### src/rtl/mem_arbiter_np.sv
// N-requester arbiter in front of a true-dual-port SRAM: per-requester queues,
// fixed-priority or round-robin dual grant, starvation promotion, collision guard.
module mem_arbiter_np #(
  parameter int DATA_WIDTH   = 32,
  parameter int ADDR_WIDTH   = 16,
  parameter int N_REQ        = 4,
  parameter int QDEPTH       = 2,
  parameter int RR_EN        = 0,
  parameter int STARVE_LIMIT = 8,
  parameter int RD_LAT       = 1
) (
  input  logic                          clk,
  input  logic                          rst_n,
  input  logic [N_REQ-1:0]              req_en,
  input  logic [N_REQ-1:0]              req_wr,
  input  logic [N_REQ*ADDR_WIDTH-1:0]   req_addr,
  input  logic [N_REQ*DATA_WIDTH-1:0]   req_data,
  output logic [N_REQ-1:0]              req_ready,
  output logic [N_REQ-1:0]              rsp_valid,
  output logic [N_REQ*DATA_WIDTH-1:0]   rsp_data,
  output logic [ADDR_WIDTH-1:0]         mem_addr_a,
  output logic [ADDR_WIDTH-1:0]         mem_addr_b,
  output logic [DATA_WIDTH-1:0]         mem_data_a,
  output logic [DATA_WIDTH-1:0]         mem_data_b,
  output logic                          mem_we_a,
  output logic                          mem_we_b,
  input  logic [DATA_WIDTH-1:0]         mem_q_a,
  input  logic [DATA_WIDTH-1:0]         mem_q_b
);

  localparam int IW = $clog2(N_REQ);
  localparam int PW = (QDEPTH > 1) ? $clog2(QDEPTH) : 1;
  localparam int CW = $clog2(QDEPTH + 1);
  localparam int GW = $clog2(STARVE_LIMIT + 1);

  logic                  q_wr   [N_REQ][QDEPTH];
  logic [ADDR_WIDTH-1:0] q_addr [N_REQ][QDEPTH];
  logic [DATA_WIDTH-1:0] q_data [N_REQ][QDEPTH];
  logic [PW-1:0]         wptr [N_REQ];
  logic [PW-1:0]         rptr [N_REQ];
  logic [CW-1:0]         cnt  [N_REQ];
  logic [GW-1:0]         age  [N_REQ];
  logic [IW-1:0]         rr;

  logic                  head_wr   [N_REQ];
  logic [ADDR_WIDTH-1:0] head_addr [N_REQ];
  logic [DATA_WIDTH-1:0] head_data [N_REQ];
  logic [N_REQ-1:0]      full, pend, starved, push, pop;

  logic [IW-1:0] ord [N_REQ];
  logic [IW:0]   pos;
  logic [IW-1:0] idx, cur, ga, gb;
  logic          ga_v, gb_v;

  logic [RD_LAT-1:0] tv_a, tv_b;
  logic [IW-1:0]     ti_a [RD_LAT];
  logic [IW-1:0]     ti_b [RD_LAT];

  function automatic logic [PW-1:0] ptr_inc(input logic [PW-1:0] p);
    return (int'(p) == QDEPTH - 1) ? '0 : p + 1'b1;
  endfunction

  function automatic logic [IW-1:0] rr_inc(input logic [IW-1:0] v);
    return (int'(v) == N_REQ - 1) ? '0 : v + 1'b1;
  endfunction

  always_comb begin
    for (int unsigned i = 0; i < N_REQ; i++) begin
      full[i]      = (cnt[i] == CW'(QDEPTH));
      pend[i]      = (cnt[i] != '0);
      starved[i]   = pend[i] && (age[i] == GW'(STARVE_LIMIT));
      push[i]      = req_en[i] && !full[i];
      head_wr[i]   = q_wr[i][rptr[i]];
      head_addr[i] = q_addr[i][rptr[i]];
      head_data[i] = q_data[i][rptr[i]];
    end
  end

  assign req_ready = ~full;

  // Service order: promoted heads first (lowest index), then the static or rotating order.
  always_comb begin
    for (int unsigned k = 0; k < N_REQ; k++) ord[k] = '0;
    pos = '0;
    idx = '0;
    for (int unsigned i = 0; i < N_REQ; i++) begin
      if (starved[i]) begin
        ord[pos[IW-1:0]] = IW'(i);
        pos = pos + 1'b1;
      end
    end
    for (int unsigned k = 0; k < N_REQ; k++) begin
      idx = (RR_EN != 0) ? IW'((int'(rr) + int'(k)) % N_REQ) : IW'(k);
      if (!starved[idx]) begin
        ord[pos[IW-1:0]] = idx;
        pos = pos + 1'b1;
      end
    end
  end

  // Port B skips any head that would collide with the port-A head.
  always_comb begin
    ga_v = 1'b0;
    gb_v = 1'b0;
    ga   = '0;
    gb   = '0;
    cur  = '0;
    for (int unsigned k = 0; k < N_REQ; k++) begin
      cur = ord[k];
      if (pend[cur]) begin
        if (!ga_v) begin
          ga_v = 1'b1;
          ga   = cur;
        end else if (!gb_v && !((head_addr[cur] == head_addr[ga]) &&
                                (head_wr[cur] || head_wr[ga]))) begin
          gb_v = 1'b1;
          gb   = cur;
        end
      end
    end
    for (int unsigned i = 0; i < N_REQ; i++)
      pop[i] = (ga_v && ga == IW'(i)) || (gb_v && gb == IW'(i));
  end

  always_comb begin
    mem_we_a   = ga_v && head_wr[ga];
    mem_addr_a = ga_v ? head_addr[ga] : '0;
    mem_data_a = ga_v ? head_data[ga] : '0;
    mem_we_b   = gb_v && head_wr[gb];
    mem_addr_b = gb_v ? head_addr[gb] : '0;
    mem_data_b = gb_v ? head_data[gb] : '0;
  end

  always_ff @(posedge clk) begin
    for (int unsigned i = 0; i < N_REQ; i++) begin
      if (push[i]) begin
        q_wr[i][wptr[i]]   <= req_wr[i];
        q_addr[i][wptr[i]] <= req_addr[i*ADDR_WIDTH +: ADDR_WIDTH];
        q_data[i][wptr[i]] <= req_data[i*DATA_WIDTH +: DATA_WIDTH];
      end
    end
  end

  always_ff @(posedge clk or negedge rst_n) begin
    if (!rst_n) begin
      for (int unsigned i = 0; i < N_REQ; i++) begin
        wptr[i] <= '0;
        rptr[i] <= '0;
        cnt[i]  <= '0;
        age[i]  <= '0;
      end
      rr   <= '0;
      tv_a <= '0;
      tv_b <= '0;
      for (int unsigned s = 0; s < RD_LAT; s++) begin
        ti_a[s] <= '0;
        ti_b[s] <= '0;
      end
    end else begin
      for (int unsigned i = 0; i < N_REQ; i++) begin
        if (push[i]) wptr[i] <= ptr_inc(wptr[i]);
        if (pop[i])  rptr[i] <= ptr_inc(rptr[i]);
        if (push[i] && !pop[i])      cnt[i] <= cnt[i] + 1'b1;
        else if (!push[i] && pop[i]) cnt[i] <= cnt[i] - 1'b1;
        if (!pend[i] || pop[i]) age[i] <= '0;
        else if (!starved[i])   age[i] <= age[i] + 1'b1;
      end
      if (ga_v) rr <= rr_inc(gb_v ? gb : ga);
      tv_a[0] <= ga_v && !head_wr[ga];
      tv_b[0] <= gb_v && !head_wr[gb];
      ti_a[0] <= ga;
      ti_b[0] <= gb;
      for (int unsigned s = 1; s < RD_LAT; s++) begin
        tv_a[s] <= tv_a[s-1];
        tv_b[s] <= tv_b[s-1];
        ti_a[s] <= ti_a[s-1];
        ti_b[s] <= ti_b[s-1];
      end
    end
  end

  always_comb begin
    rsp_valid = '0;
    rsp_data  = '0;
    for (int unsigned i = 0; i < N_REQ; i++) begin
      if (tv_a[RD_LAT-1] && ti_a[RD_LAT-1] == IW'(i)) begin
        rsp_valid[i] = 1'b1;
        rsp_data[i*DATA_WIDTH +: DATA_WIDTH] = mem_q_a;
      end else if (tv_b[RD_LAT-1] && ti_b[RD_LAT-1] == IW'(i)) begin
        rsp_valid[i] = 1'b1;
        rsp_data[i*DATA_WIDTH +: DATA_WIDTH] = mem_q_b;
      end
    end
  end

endmodule

### config.mk
export PLATFORM = sky130hd
export DESIGN_NAME = mem_arbiter_np
export DESIGN_NICKNAME = d
export VERILOG_FILES = /design/src/rtl/mem_arbiter_np.sv
export SDC_FILE = /design/constraint.sdc
export NUM_CORES = 1
export LEC_CHECK = 0
export CAP_MARGIN = 20
export CORE_MARGIN = 4
export CORE_UTILIZATION = 55
export CTS_BUF_LIST = sky130_fd_sc_hd__clkbuf_4
export CTS_CLUSTER_SIZE = 14
export DETAILED_ROUTE_END_ITERATION = 16
export PLACE_DENSITY = 0.94
export SLEW_MARGIN = 20
export SYNTH_ARGS = -nofsm -noshare
export SYNTH_HDL_FRONTEND = slang
export SYNTH_SLANG_ARGS = --single-unit
### constraint.sdc
create_clock -name clk -period 9.61 [get_ports clk]
set_input_delay 0.961 -clock clk [delete_from_list [all_inputs] [get_ports clk]]
set_output_delay 0.961 -clock clk [all_outputs]
set_load 0.01 [all_outputs]
## Yosys cells after proc, flatten, opt, wreduce, memory -nomap -nowiden

Memories as Yosys holds them, arrays and structs flattened.
Cells that the tools add are included.

| cells by class | value |
|---|---|
| bitwise operators | 37 |
| order comparisons | 38 |
| equality and inequality tests | 27 |
| multiplexer cells | 239 |
| add/subtract/negate cells | 26 |
| reductions and logical operators | 97 |

Operators with widths:

| operator | number |
|---|---|
| $mux 32 | 34 |
| $mux 16 | 34 |
| $bmux 16 s2 | 8 |
| $mux 64 | 4 |
| $bmux 32 s2 | 2 |
| $demux 32 s1 | 4 |
| $mux 2 | 41 |
| $mux 1 | 70 |
| $demux 16 s1 | 4 |
| $logic_and 1x1->1 | 52 |
| $eq 16x16->1 | 3 |
| $mux 8 | 6 |
| $ge 3x3->1 const B | 15 |
| $not 2->3 | 15 |
| $mux 4 | 8 |
| $demux 2 s2 | 7 |
| $bmux 1 s2 | 12 |
| $eq 2x2->1 const B | 12 |
| $logic_not 1->1 | 22 |
| $lt 3x1->1 const B | 7 |
| $add 2x1->2 const B | 9 |
| $add 4x1->4 const B | 4 |
| $eq 4x4->1 const B | 4 |
| $ge 2x2->1 const B | 8 |
| 19 further kinds | 79 |

| word-level totals | value |
|---|---|
| output and inout port bits | 234 |
| register bits | 38 |
| input port bits | 266 |
| memory bits (writable) | 392 |
| memories | 3 |
| word-level logic and storage cells | 487 |

Memory list:

| memory | words | width | rd ports | clocked after Yosys merged registers in | wr ports | RTL line | text |
|---|---|---|---|---|---|---|---|
| q_data | 4 | 64 | 4 | 0 | 4 | 38 | `logic [DATA_WIDTH-1:0] q_data [N_REQ][QDEPTH];` |
| q_addr | 4 | 32 | 4 | 0 | 4 | 37 | `logic [ADDR_WIDTH-1:0] q_addr [N_REQ][QDEPTH];` |
| q_wr | 4 | 2 | 4 | 0 | 4 | 36 | `logic q_wr [N_REQ][QDEPTH];` |

## Depth between registers and ports, before layout

| depth | value |
|---|---|
| depth in word-level cells | 51 |
| gate-level depth with buffers | 39 |
| mapped depth without buffers | 34 |

## Least setup slack after synthesis

Ideal clock, no wire load.

| timing | value |
|---|---|
| kind | register -> output |
| start point | register age[8] (netlist bit) |
| end point | output mem_addr_b[1] |
| stages on the path, launching flop included | 32 |
| data arrival time | 6.849 ns |
| buffers on the path | 4 |
| required time | 8.649 ns |
| setup slack | 1.800 ns |
| cell sequence | dfrtp_1 > inv_1 > ha_1 > nand3b_1 > nand2b_1 > clkbuf_1 > inv_2 > ha_1 > o21ai_0 > nand2_1 > ha_1 > nor3_1 > a31oi_4 > ha_1 > nand2_1 > a21boi_4 > buf_2 > nand3_1 > a21oi_1 > buf_4 > mux2i_1 > nor3_1 > or4b_1 > nor4_1 > nand2_1 > nand3_1 > o21ai_2 > nor3_2 > mux2i_2 > buf_6 > mux2_1 > a211oi_1 |

| between the ends | value |
|---|---|
| word-level cells in the longest chain between the ends | 48 |
| elaborated cells between the ends (all ways) | 165 |
| those cells by class | 5 x add/sub; 12 x order compare; 4 x eq/ne; 99 x mux; 26 x bitwise; 19 x reduce/logical |

RTL lines:

| what | RTL line | text |
|---|---|---|
| start, declared | 42 | `logic [GW-1:0] age [N_REQ];` |
| start signal, assigned by index | 166 | `else if (!starved[i]) age[i] <= age[i] + 1'b1;` |
| $eq 4x4->1 (*) | 71 | `starved[i] = pend[i] && (age[i] == GW'(STARVE_LIMIT));` |
| $logic_and 1x1->1 (*) | 71 |  |
| parallel branches: the longest is 18 deep, another holds $add 2x1->2 | - |  |
| $mux 8 (*) | 94 | `if (!starved[idx]) begin` |
| $bmux 1 s2 | 110 | `if (pend[cur]) begin` |
| $mux 1 (not written as such) | 110 |  |
| $mux 2 | 110 |  |
| $not 2->3 (not written as such) | 114, 115 |  |
| [14 not listed] | - |  |
| $logic_and 1x1->1 | 114 | `end else if (!gb_v && !((head_addr[cur] == head_addr[ga]) &&` |
| $mux 2 | 114 |  |
| $mux 2 | 111 | `if (!ga_v) begin` |
| $mux 2 | 110 |  |
| $not 2->3 (not written as such) | 130 | `mem_addr_b = gb_v ? head_addr[gb] : '0;` |
| $bmux 16 s2 | 130 |  |
| $mux 16 (not written as such) (2 in series) | 130 |  |
| $mux 16 (*) | 130 |  |
| end, declared | 22 | `output logic [ADDR_WIDTH-1:0] mem_addr_b,` |

Every way passes the cells marked *. The select of a mux whose other input is x is not followed.

## Worst setup path after layout

| timing | value |
|---|---|
| start point | register age[13] (netlist bit) |
| end point | output mem_data_b[30] |

| between the ends | value |
|---|---|
| word-level cells in the longest chain between the ends | 50 |
| elaborated cells between the ends (all ways) | 173 |
| those cells by class | 6 x add/sub; 14 x order compare; 4 x eq/ne; 102 x mux; 27 x bitwise; 20 x reduce/logical |

RTL lines:

| what | RTL line | text |
|---|---|---|
| $eq 4x4->1 (*) | 71 |  |
| $logic_and 1x1->1 (*) | 71 |  |
| parallel branches: the longest is 20 deep, another holds $add 1x1->2 | - |  |
| $mux 8 (*) | 94 |  |
| $bmux 1 s2 | 110 |  |
| $mux 1 (not written as such) | 110 |  |
| $mux 2 | 110 |  |
| $not 2->3 (not written as such) | 114, 115 |  |
| [14 not listed] | - |  |
| $logic_and 1x1->1 | 114 |  |
| $mux 2 | 114 |  |
| $mux 2 | 111 |  |
| $mux 2 | 110 |  |
| $not 2->3 (not written as such) | 131 | `mem_data_b = gb_v ? head_data[gb] : '0;` |
| $bmux 32 s2 | 131 |  |
| $mux 32 (not written as such) (2 in series) | 131 |  |
| $mux 32 (*) | 131 |  |
| end, declared | 24 | `output logic [DATA_WIDTH-1:0] mem_data_b,` |

Marks and branches as above.

==> results.sh <==
export IMPL_placed_cell_area_sq_um=33700
export IMPL_min_period_ps=9400
export IMPL_synth_edff_count=392
export IMPL_tritoncts="done"
export IMPL_wl_per_cell_um=33.6
export IMPL_crit_path_start_kind="flip-flop"
export IMPL_yosys_top_cells_count="392 x edfxtp_1, 234 x mux2i_1, 184 x nand2_1"
export IMPL_hold_class="input port to asynchronous set/reset pin"
export IMPL_io_buffers=499
export IMPL_final_cells=3780
export IMPL_synth_yosys_seq_area_share_pct=47.7
export IMPL_drv_slew=0
export IMPL_cp_arrival_ps=8440
export IMPL_drive_gt1_share_pct=21.6
export IMPL_synth_area_leaders="edfxtp_1 44%, mux2i_1 8.8%, mux2_2 5.0%"
export IMPL_max_freq_ghz=0.106
export IMPL_vias=27158
export IMPL_clk_pin_slew_ps=70
export IMPL_dp_hpwl_um=87300
export IMPL_gp_congestion=1.09
export IMPL_crit_buf_inv=10
export IMPL_setup_violations_final=0
export IMPL_htreeDepth=3
export IMPL_die_area_sq_um=52100
export IMPL_syn_nets=2688
export IMPL_ys_ff_latch=430
export IMPL_cp_required_ps=8650
export IMPL_vias_per_cell=7.18
export IMPL_grt_pass1_vias=26593
export IMPL_grt_pass1_wl_um=181000
export IMPL_fin_crit_sh_pct=97.8
export IMPL_drc=0
export IMPL_clock_sinks=430
export IMPL_clockBufferDepth=3
export IMPL_relSlewSlack_pct=20.0
export IMPL_status="complete, no violations"
export IMPL_max_stage_delay_ps=540
export IMPL_clock_root_buffer="clkbuf_4"
export IMPL_hold_viol=0
export IMPL_cts_buffers=107
export IMPL_ys_warn_count=0
export IMPL_final_util_pct=74.9
export IMPL_power_density_nw_per_um2=423
export IMPL_start_util_pct=55.7
export IMPL_antenna_found_initial=11
export IMPL_ant_nets=0
export IMPL_grt_remaining_overflow=0
export IMPL_drtIter0Drc=5024
export IMPL_synth_async_reset_ratio_pct=8.84
export IMPL_ios=500
export IMPL_fin_hold_ws_ps=233
export IMPL_syn_area_per_cell_sq_um=11.1
export IMPL_synth_distinct_cells=94
export IMPL_routed_wl_um=127000
export IMPL_path_max_fanout=21
export IMPL_yosysTopAreaCell="edfxtp_1"
export IMPL_fin_skew_ps=98.2
export IMPL_cap_violations=0
export IMPL_rrSetupSlack_ps=1990
export IMPL_postLayoutCellArea_sq_um=35800
export IMPL_holdBufCountCts=0
export IMPL_final_nets=3362
export IMPL_critPathSlowestCell="clkdlybuf4s50_1"
export IMPL_firstDrtPassIters=7
export IMPL_insertion_delay_ps=950
export IMPL_end_kind="output pin"
export IMPL_yosys_cell_count_top_type="edfxtp_1"
export IMPL_num_rows=80
export IMPL_dp_cells=3535
export IMPL_cp_common_cell="ha_1"
export IMPL_worstSetupPathType="flip-flop to output pin"
export IMPL_ir_drop_uv=370
export IMPL_die_h_um=228
export IMPL_core_area_sq_um=47800
export IMPL_syn2layout_area_growth_pct=34.4
export IMPL_grt_usage_pct=46.2
export IMPL_synthCells=2393
export IMPL_p_leak_uw=0.0135
export IMPL_die_w_um=228
export IMPL_synth_flop_cell="edfxtp_1"
export IMPL_grt_max_degree=82
export IMPL_synth_area_sq_um=26700
export IMPL_tightest_slew_ps=1170
export IMPL_yosysTopAreaCellShare_pct=44.2
export IMPL_cp_top_family="buffers and inverters"
routing by layer:
metal  global-route usage (%)  vias up  routed length (um)
met3                     15.7      602               18900
met1                     60.3    12954               45600
met2                     69.8     2749               54700
met5                        0        -                 126
li1                         -    10845                   -
met4                     21.4        8                7530
cells in the final DEF, fill, tap and decap left out, types with 37 or more instances in the layout:
cell and instances:
nor3_1 37, edfxtp_1 392, nor2_1 92, o21ai_0 63, mux2i_1 228, nand2_1 181, a211oi_1 79, a22o_1 137
clkdlybuf4s50_1 457, buf_4 219, mux2_2 119, xnor2_1 48, o211ai_1 131, a21oi_1 129, clkbuf_4 164
state kept, by name, indices dropped and copies added (netlist names):
name	count
age	16
q_addr	128
ti_a	2
tv_a	1
tv_b	1
rptr	4
wptr	4
q_data	256
q_wr	8
ti_b	2
cnt	8
area by class of cell:
class                           count  area, sq um
Antenna cell                       10         25.0
Clock buffer                      164         1230
Clock inverter                     33          168
Fill cell                        3079        12000
Inverter                           37          148
Multi-Input combinational cell   1738        13400
Sequential cell                   430        12700
Tap cell                          615          769
Timing Repair Buffer              753         7310
worst register-to-register path: cells and delay by family, from the launching register on:
family / cells / cell delay, ps
AOI/OAI and AO/OA: 7 / 2070
buffers and inverters: 9 / 1790
adders and majority gates: 5 / 1680
and+or+nand+nor: 7 / 1430
DFF: 1 / 380
xor gates and xnor gates: 1 / 160
timing repair:
item	in CTS	in global routing
cloned	3	1
resized for setup	62	56
pin swaps	9	11
endpoints found under the hold margin	0	0
buffers inserted	8	26
endpoints found under the setup margin	49	49
logic make-up after synthesis:
| logic type | after synthesis | share of synthesized area, % |
|---|---|---|
| mux | 360 | 14.3 |
| flops | 430 | 47.7 |
| fa+ha+maj | 29 | 1.39 |
| simple gates | 472 | 8.37 |
| compound gates | 798 | 22.2 |
| buf+inv | 227 | 3.55 |
| xor+xnor | 77 | 2.53 |
where the power goes:
group / total, uW / leakage (uW) / switching, uW / internal, uW
logic: 10600 / 0.00853 / 6040 / 4550
clock network: 1620 / 0.000838 / 834 / 788
registers: 2930 / 0.00411 / 344 / 2580
total: 15100 / 0.0135 / 7220 / 7920
path summary, 6_finish.rpt:
check | startpoint | to | depth (start not counted)
setup / recovery | age[13] | mem_data_b[30] | 34
hold / removal | rst_n | cnt[3] | 1
setup reg to reg | age[13] | cnt[7] | 29
hold reg to reg | cnt[7] | cnt[7] | 1
max in group asynchronous | rst_n | rptr[0] | 1
min in group clk | cnt[7] | cnt[7] | 1
through the flow:
step	total power, uW	worst slack (ps)	setup TNS [ps]
detailed placement	12800	331	0
floorplan	7770	1800	0
finish	15100	213	0
global placement	12600	487	0
global route	15500	-88.7	-544
CTS	14600	10.1	0
No activity file was read; power rests on OpenSTA's default activity.
